$ cat config.mk
export PLATFORM = sky130hd
export DESIGN_NAME = sbox_arbiter
export DESIGN_NICKNAME = d
export VERILOG_FILES = /design/src/rtl/sbox_arbiter.sv
export SDC_FILE = /design/constraint.sdc
export NUM_CORES = 1
export LEC_CHECK = 0
export CORE_ASPECT_RATIO = 1.5
export CORE_UTILIZATION = 25
export CTS_BUF_LIST = sky130_fd_sc_hd__clkbuf_2 sky130_fd_sc_hd__clkbuf_4 sky130_fd_sc_hd__clkbuf_8
export DETAILED_ROUTE_END_ITERATION = 10
export HOLD_SLACK_MARGIN = 0.15
export PLACE_DENSITY = 0.62
export SLEW_MARGIN = 20
export SYNTH_ARGS = -nofsm -noshare
export SYNTH_HDL_FRONTEND = slang
export SYNTH_SLANG_ARGS = --single-unit
$ cat constraint.sdc
create_clock -name clk -period 1.6 [get_ports clk]
set_clock_uncertainty 0.2 [all_clocks]
set_input_delay 0.16 -clock clk [delete_from_list [all_inputs] [get_ports clk]]
set_output_delay 0.16 -clock clk [all_outputs]
set_load 0.02 [all_outputs]
$ cat src/rtl/sbox_arbiter.sv
// Purpose : shares one 4-byte S-box ROM between sub_bytes (SB) and key expansion (KE).
// Latency : grant is combinational; result returns LATENCY+1 edges after the grant edge (rvalid registered).
// Backpres: a requester holds req/addr until gnt; results have no backpressure (one-cycle rvalid pulse).
//
// Ports:
//   clk, rst             - clock, asynchronous active-low reset
//   sb_req/addr/gnt      - sub_bytes request side; sb_rvalid/sb_rdata its result
//   ke_req/addr/gnt      - key expansion request side; ke_rvalid/ke_rdata its result
//   rom_en/addr/data     - shared S-box ROM; rom_data valid LATENCY cycles after rom_en
//   busy                 - at least one lookup in flight
//
// Build option: define SBOX_ARB_KE_PRIORITY_EN to give KE fixed priority on
// contention; otherwise the two ports are served round-robin.
// LATENCY must be 1..4.
module sbox_arbiter #(
    parameter int LATENCY = 1,
    parameter int W       = 32
) (
    input  logic         clk,
    input  logic         rst,
    input  logic         sb_req,
    input  logic [W-1:0] sb_addr,
    output logic         sb_gnt,
    output logic         sb_rvalid,
    output logic [W-1:0] sb_rdata,
    input  logic         ke_req,
    input  logic [W-1:0] ke_addr,
    output logic         ke_gnt,
    output logic         ke_rvalid,
    output logic [W-1:0] ke_rdata,
    output logic         rom_en,
    output logic [W-1:0] rom_addr,
    input  logic [W-1:0] rom_data,
    output logic         busy
);

    typedef enum logic {
        OWN_SB = 1'b0,
        OWN_KE = 1'b1
    } owner_t;

    // Tag pipeline: one {valid, owner} pair per cycle of ROM latency.
    logic [LATENCY-1:0] tag_vld;
    logic [LATENCY-1:0] tag_own;   // 1 = KE owns the lookup

`ifndef SBOX_ARB_KE_PRIORITY_EN
    owner_t last_gnt;
`endif

    // Grant: a lone requester always wins; contention is resolved either by
    // fixed KE priority or by handing the slot to whoever did not win last.
    always_comb begin
        sb_gnt = 1'b0;
        ke_gnt = 1'b0;
        if (sb_req && !ke_req) begin
            sb_gnt = 1'b1;
        end else if (ke_req && !sb_req) begin
            ke_gnt = 1'b1;
        end else if (sb_req && ke_req) begin
`ifdef SBOX_ARB_KE_PRIORITY_EN
            ke_gnt = 1'b1;
`else
            if (last_gnt == OWN_SB) begin
                ke_gnt = 1'b1;
            end else begin
                sb_gnt = 1'b1;
            end
`endif
        end
    end

    assign rom_en   = sb_gnt | ke_gnt;
    assign rom_addr = sb_gnt ? sb_addr : (ke_gnt ? ke_addr : '0);
    assign busy     = |tag_vld;

`ifndef SBOX_ARB_KE_PRIORITY_EN
    // Pointer moves only on a grant; idle cycles leave it where it was.
    always_ff @(posedge clk or negedge rst) begin
        if (!rst) begin
            last_gnt <= OWN_SB;
        end else if (sb_gnt) begin
            last_gnt <= OWN_SB;
        end else if (ke_gnt) begin
            last_gnt <= OWN_KE;
        end
    end
`endif

    // Tags shift in lockstep with the ROM read pipeline so that the last
    // stage lines up with rom_data; the result is registered on that edge.
    always_ff @(posedge clk or negedge rst) begin
        if (!rst) begin
            tag_vld   <= '0;
            tag_own   <= '0;
            sb_rvalid <= 1'b0;
            ke_rvalid <= 1'b0;
            sb_rdata  <= '0;
            ke_rdata  <= '0;
        end else begin
            tag_vld[0] <= rom_en;
            tag_own[0] <= ke_gnt;
            for (int i = 1; i < LATENCY; i++) begin
                tag_vld[i] <= tag_vld[i-1];
                tag_own[i] <= tag_own[i-1];
            end

            sb_rvalid <= tag_vld[LATENCY-1] & ~tag_own[LATENCY-1];
            ke_rvalid <= tag_vld[LATENCY-1] &  tag_own[LATENCY-1];

            // Only the owner's result register moves; the other holds.
            if (tag_vld[LATENCY-1] && !tag_own[LATENCY-1]) begin
                sb_rdata <= rom_data;
            end
            if (tag_vld[LATENCY-1] && tag_own[LATENCY-1]) begin
                ke_rdata <= rom_data;
            end
        end
    end

endmodule

# [Yosys cells after proc, flatten, opt, wreduce, memory -nomap -nowiden]
# Cells that the tools add are included.
[classes] n_addsub=0 mul=0 div_mod_pow=0 n_lt_le_gt_ge=0 eq_ne=0 shift=0 muxes=12 bitwise_logic=4 reduce_logical=9
[op_table] cell="$mux 32" count=2
[op_table] cell="$mux 1" count=10
[op_table] cell="$logic_and 1x1->1" count=5
[op_table] cell="$logic_not 1->1" count=3
[op_table] cell="$and 1x1->1" count=2
[op_table] cell="$reduce_bool 2->1" count=1
[op_table] cell="$not 1->1" count=1
[op_table] cell="$or 1x1->1" count=1
[word_totals] regBits=69 latch_bits=0 ram_bits=0 mem_bits_ro=0 input_bits=100 out_inout_bits=102 word_cells=32 memories=0

# [Depth between registers and ports, before layout]
[depth] ltp_word=6 mapped_depth=4 mapped_depth_nobuf=2

# [Worst setup path after synthesis]
# No wires, ideal clock.
[synth_timing] kind="register -> register" from="register tag_vld (netlist: busy)" to="register ke_rdata[10]" setup_time_ns=0.125 arrival_time_ns=1.185 required_ns=1.275 slack_ns=0.091 stages_incl_launch_ff=4 n_path_buf=1 period_less_slack_ns=1.509 cell_sequence="dfrtp_1 > nand2_1 > buf_2 > mux2_2"
[synth_between] elab_chain_cells=1
[synth_lines] element="start, declared" line="43" rtl="logic [LATENCY-1:0] tag_vld;"
[synth_lines] element="start signal, assigned by index" line="103" rtl="tag_vld[i] <= tag_vld[i-1];"
[synth_lines] element="$logic_and 1x1->1" line="114" rtl="if (tag_vld[LATENCY-1] && tag_own[LATENCY-1]) begin"
[synth_lines] element="end signal, assigned" line="115" rtl="ke_rdata <= rom_data;"
[synth_lines] element="end, declared" line="30" rtl="output logic [W-1:0] ke_rdata,"
# No other way between the ends.
# A chain may end at the register's enable or synchronous reset.

# [Final worst setup path]
[layout_timing] from="register last_gnt" to="output rom_addr[26]"
[layout_between] elab_chain_cells=6 word_cells_on_any_way=10 cone_classes="mux (10)"
[layout_lines] element="start, declared" line="47" rtl="owner_t last_gnt;"
[layout_lines] element="start signal, assigned" line="80" rtl="last_gnt <= OWN_SB;"
[layout_lines] element="start signal, assigned" line="82" rtl="last_gnt <= OWN_SB;"
[layout_lines] element="start signal, assigned" line="84" rtl="last_gnt <= OWN_KE;"
[layout_lines] element="$mux 1" line="63" rtl="if (last_gnt == OWN_SB) begin"
[layout_lines] element="$mux 1" line="59" rtl="end else if (sb_req && ke_req) begin"
[layout_lines] element="$mux 1" line="57" rtl="end else if (ke_req && !sb_req) begin"
[layout_lines] element="$mux 1" line="55" rtl="if (sb_req && !ke_req) begin"
[layout_lines] element="$mux 32" line="73" rtl="assign rom_addr = sb_gnt ? sb_addr : (ke_gnt ? ke_addr : '0);"
[layout_lines] element="$mux 32 *" line="73"
[layout_lines] element="end, declared" line="32" rtl="output logic [W-1:0] rom_addr,"
# Every way passes the cells marked *; elsewhere a longest branch is shown, timed or not.

==> impl_metrics.yaml <==
critical_path:
  arrival_ns: 1.57
  rrSetupSlack_ns: 0.17
  crit_required_ns: 1.24
  crit_type: "reg -> out"
  rr_endpoint: "sb_rdata[10]$_DFFE_PN0P_"
  r2r_cells: 3
  reg2reg_from: "busy$_DFF_PN0_"
  worstSetupStartpointType: "flip-flop"
  end_kind: "output pin"
  critPathMaxFanout: 29
floorplan:
  fp.dieArea_um2: 12800
  row_count: 49
  start_util_pct: 25.7
  ios: 202
  die_h_um: 138
  core-area_um2: 12000
  die_w_um: 92.8
synthesis:
  synth_seq_cells: 69
  synth_top_area_cell: "dfrtp_1"
  yosysSeqAreaShare_pct: 55.9
  postSynthCellCount: 193
  synth_cell_types: 16
  yosys_warnings: 0
  yosys-top-cells-area: "dfrtp_1 56%, mux2_4 14%, mux2_2 13%"
  synthesis.area_um2: 3090
  syn_nets: 293
  avgSynthCellArea_um2: 16.0
  synth_top_area_share_pct: 55.9
cts:
  root_buffer: "clkbuf_8"
  cts_max_path_buffers: 2
  cts_tree: "done"
  clk_pin_slew_ns: 0.07
  cts_max_level: 3
  numClockSinks: 69
  cts_buffers: 9
  insertion_delay_ns: 0.34
sta:
  rsz0062_at_grt: "yes"
  drv_slew: 0
  relSlewSlack_pct: 66.7
  worst_slack_ns: -0.334
  finalCritPeriodShare_pct: 121
  fin_setup_tns_ns: -9.27
  finalHoldViolCount: 0
  worstMarginPinSlew_ns: 0.498
  final-setup-viol-count: 34
  fin_crit_ns: 1.93
  hold_slack_ns: 0.179
  fmax_mhz: 517
pwr:
  p_leak_nw: 2.49
  powerDensity_nw_per_um2: 1040
  irDropWorstVdd_mv: 0.454
global_route:
  grt_first_pass_wirelength_um: 15100
  gr-total-overflow: 0
  track_usage_pct: 15.6
  grt_pass1_vias: 2956
  grt_max_degree: 44
  antenna_found_initial: 0
status:
  outcome: "finished, violations left"
  violations: "negative setup slack"
finish:
  layout.nets: 506
  drive_gt1_share_pct: 35.0
  final_cell_mix: "96 x clkdlybuf4s50_1, 69 x dfrtp_1, 69 x dlygate4sd2_1"
  fillCellCount: 1165
  num_antenna_cells: 0
  area_growth_pct: 76.9
  regArea_um2: 1730
  multi_input_comb_area_um2: 1230
  layout_commonest_cell: "clkdlybuf4s50_1"
job:
  max_cap_viol_count: 0
placement:
  dpl.hpwl_um: 7130
  place_congestion: 0.790
  portBuffers: 201
drt:
  first_iter_violations: 64
  first_pass_iters: 3
  wl_per_cell_um: 17.0
  ant_nets: 0
  vias: 2589
  routed_wl_um: 9580
  vias_per_cell: 4.59
  drcViolationCount: 0
worst_hold_path:
  min_path_type: "in -> async"
==> critical path, cell delays in order (launching register included) <==
cell      delay, ns
dfrtp_1        0.43
nand2b_4       0.17
buf_12         0.16
a32o_2         0.30
buf_4          0.16
==> synth_stat cells <==
cell and instances:
mux2_2 35, buf_6 5, buf_1 2, buf_8 3
mux2_4 29, a32o_1 32, inv_1 2, a21boi_4 1
nand2b_1 2, nor2_1 1, or2_2 1, nand2_1 1
dfrtp_1 69, a21oi_1 1, and2_1 1, buf_2 8
==> per-layer routing <==
metal,GRT usage (%),up-vias,routed length [µm]
met5,0,-,0
met4,6.40,0,180
met3,5.23,8,774
met2,28.6,150,5240
met1,15.9,1260,3380
li1,-,1171,-
==> worst max path at each step <==
| stage | start | end | slack [ns] |
|---|---|---|---|
| floorplan | busy$_DFF_PN0_ | ke_rdata[10]$_DFFE_PN0P_ | 0.09 |
| global placement | ke_req | rom_addr[26] | -0.66 |
| detailed placement | ke_req | rom_addr[26] | -0.68 |
| CTS | last_gnt$_DFFE_PN0P_ | rom_addr[26] | -0.35 |
| global route | last_gnt$_DFFE_PN0P_ | rom_addr[26] | -0.40 |
| finish | last_gnt$_DFFE_PN0P_ | rom_addr[26] | -0.33 |
==> kinds of logic after synthesis <==
logic type	count (synthesis)	share of synthesized area, %
AO/OA/AOI/OAI	34	11.1
AND/OR/NAND/NOR	6	1.05
flip-flops	69	55.9
buffers and inverters	20	5.06
multiplexers	64	26.9
==> layout make-up <==
type | count | area share [%]
Tap cell | 153 | 3.50
Timing Repair Buffer | 220 | 38.6
Sequential cell | 69 | 31.6
Multi-Input combinational cell | 104 | 22.4
Clock inverter | 5 | 1.08
Inverter | 2 | 0.137
Clock buffer | 11 | 2.66
==> metrics by stage <==
| stage | power (mW) | setup WS (ns) | util, % | std cells | instance area [µm²] |
|---|---|---|---|---|---|
| 6_report | 5.69 | -0.334 | 45.5 | 564 | 5470 |
| 5_1_grt | 5.99 | -0.401 | 45.5 | 564 | 5470 |
| 4_1_cts | 5.76 | -0.353 | 45.2 | 564 | 5440 |
| 3_5_place_dp | 4.51 | -0.683 | 44.4 | 541 | 5330 |
| 3_3_place_gp | 4.48 | -0.657 | 44.4 | 541 | 5330 |
| 2_1_floorplan | 3.30 | 0.0905 | - | 193 | 3090 |
==> report_power, final <==
part / switching, mW / total (mW) / internal (mW)
Clock: 0.660 / 1.44 / 0.782
Combinational: 0.997 / 2.06 / 1.06
Sequential: 0.146 / 2.18 / 2.04
Total: 1.80 / 5.69 / 3.88
==> timing repair <==
item | CTS | global route
cloned | 2 | 0
setup buffers | 3 | 0
pin swaps | 2 | 0
hold buffers | 2 | 0
setup endpoints to repair | 102 | 34
gates resized for setup | 227 | 12
hold endpoints to repair | 69 | 0
==> flip-flops by register name, summed over array words and instances (netlist names) <==
register	count
busy	1
sb_rdata	32
tag_own	1
last_gnt	1
ke_rvalid	1
ke_rdata	32
sb_rvalid	1
Note: power is estimated with default switching activity, not from simulation.
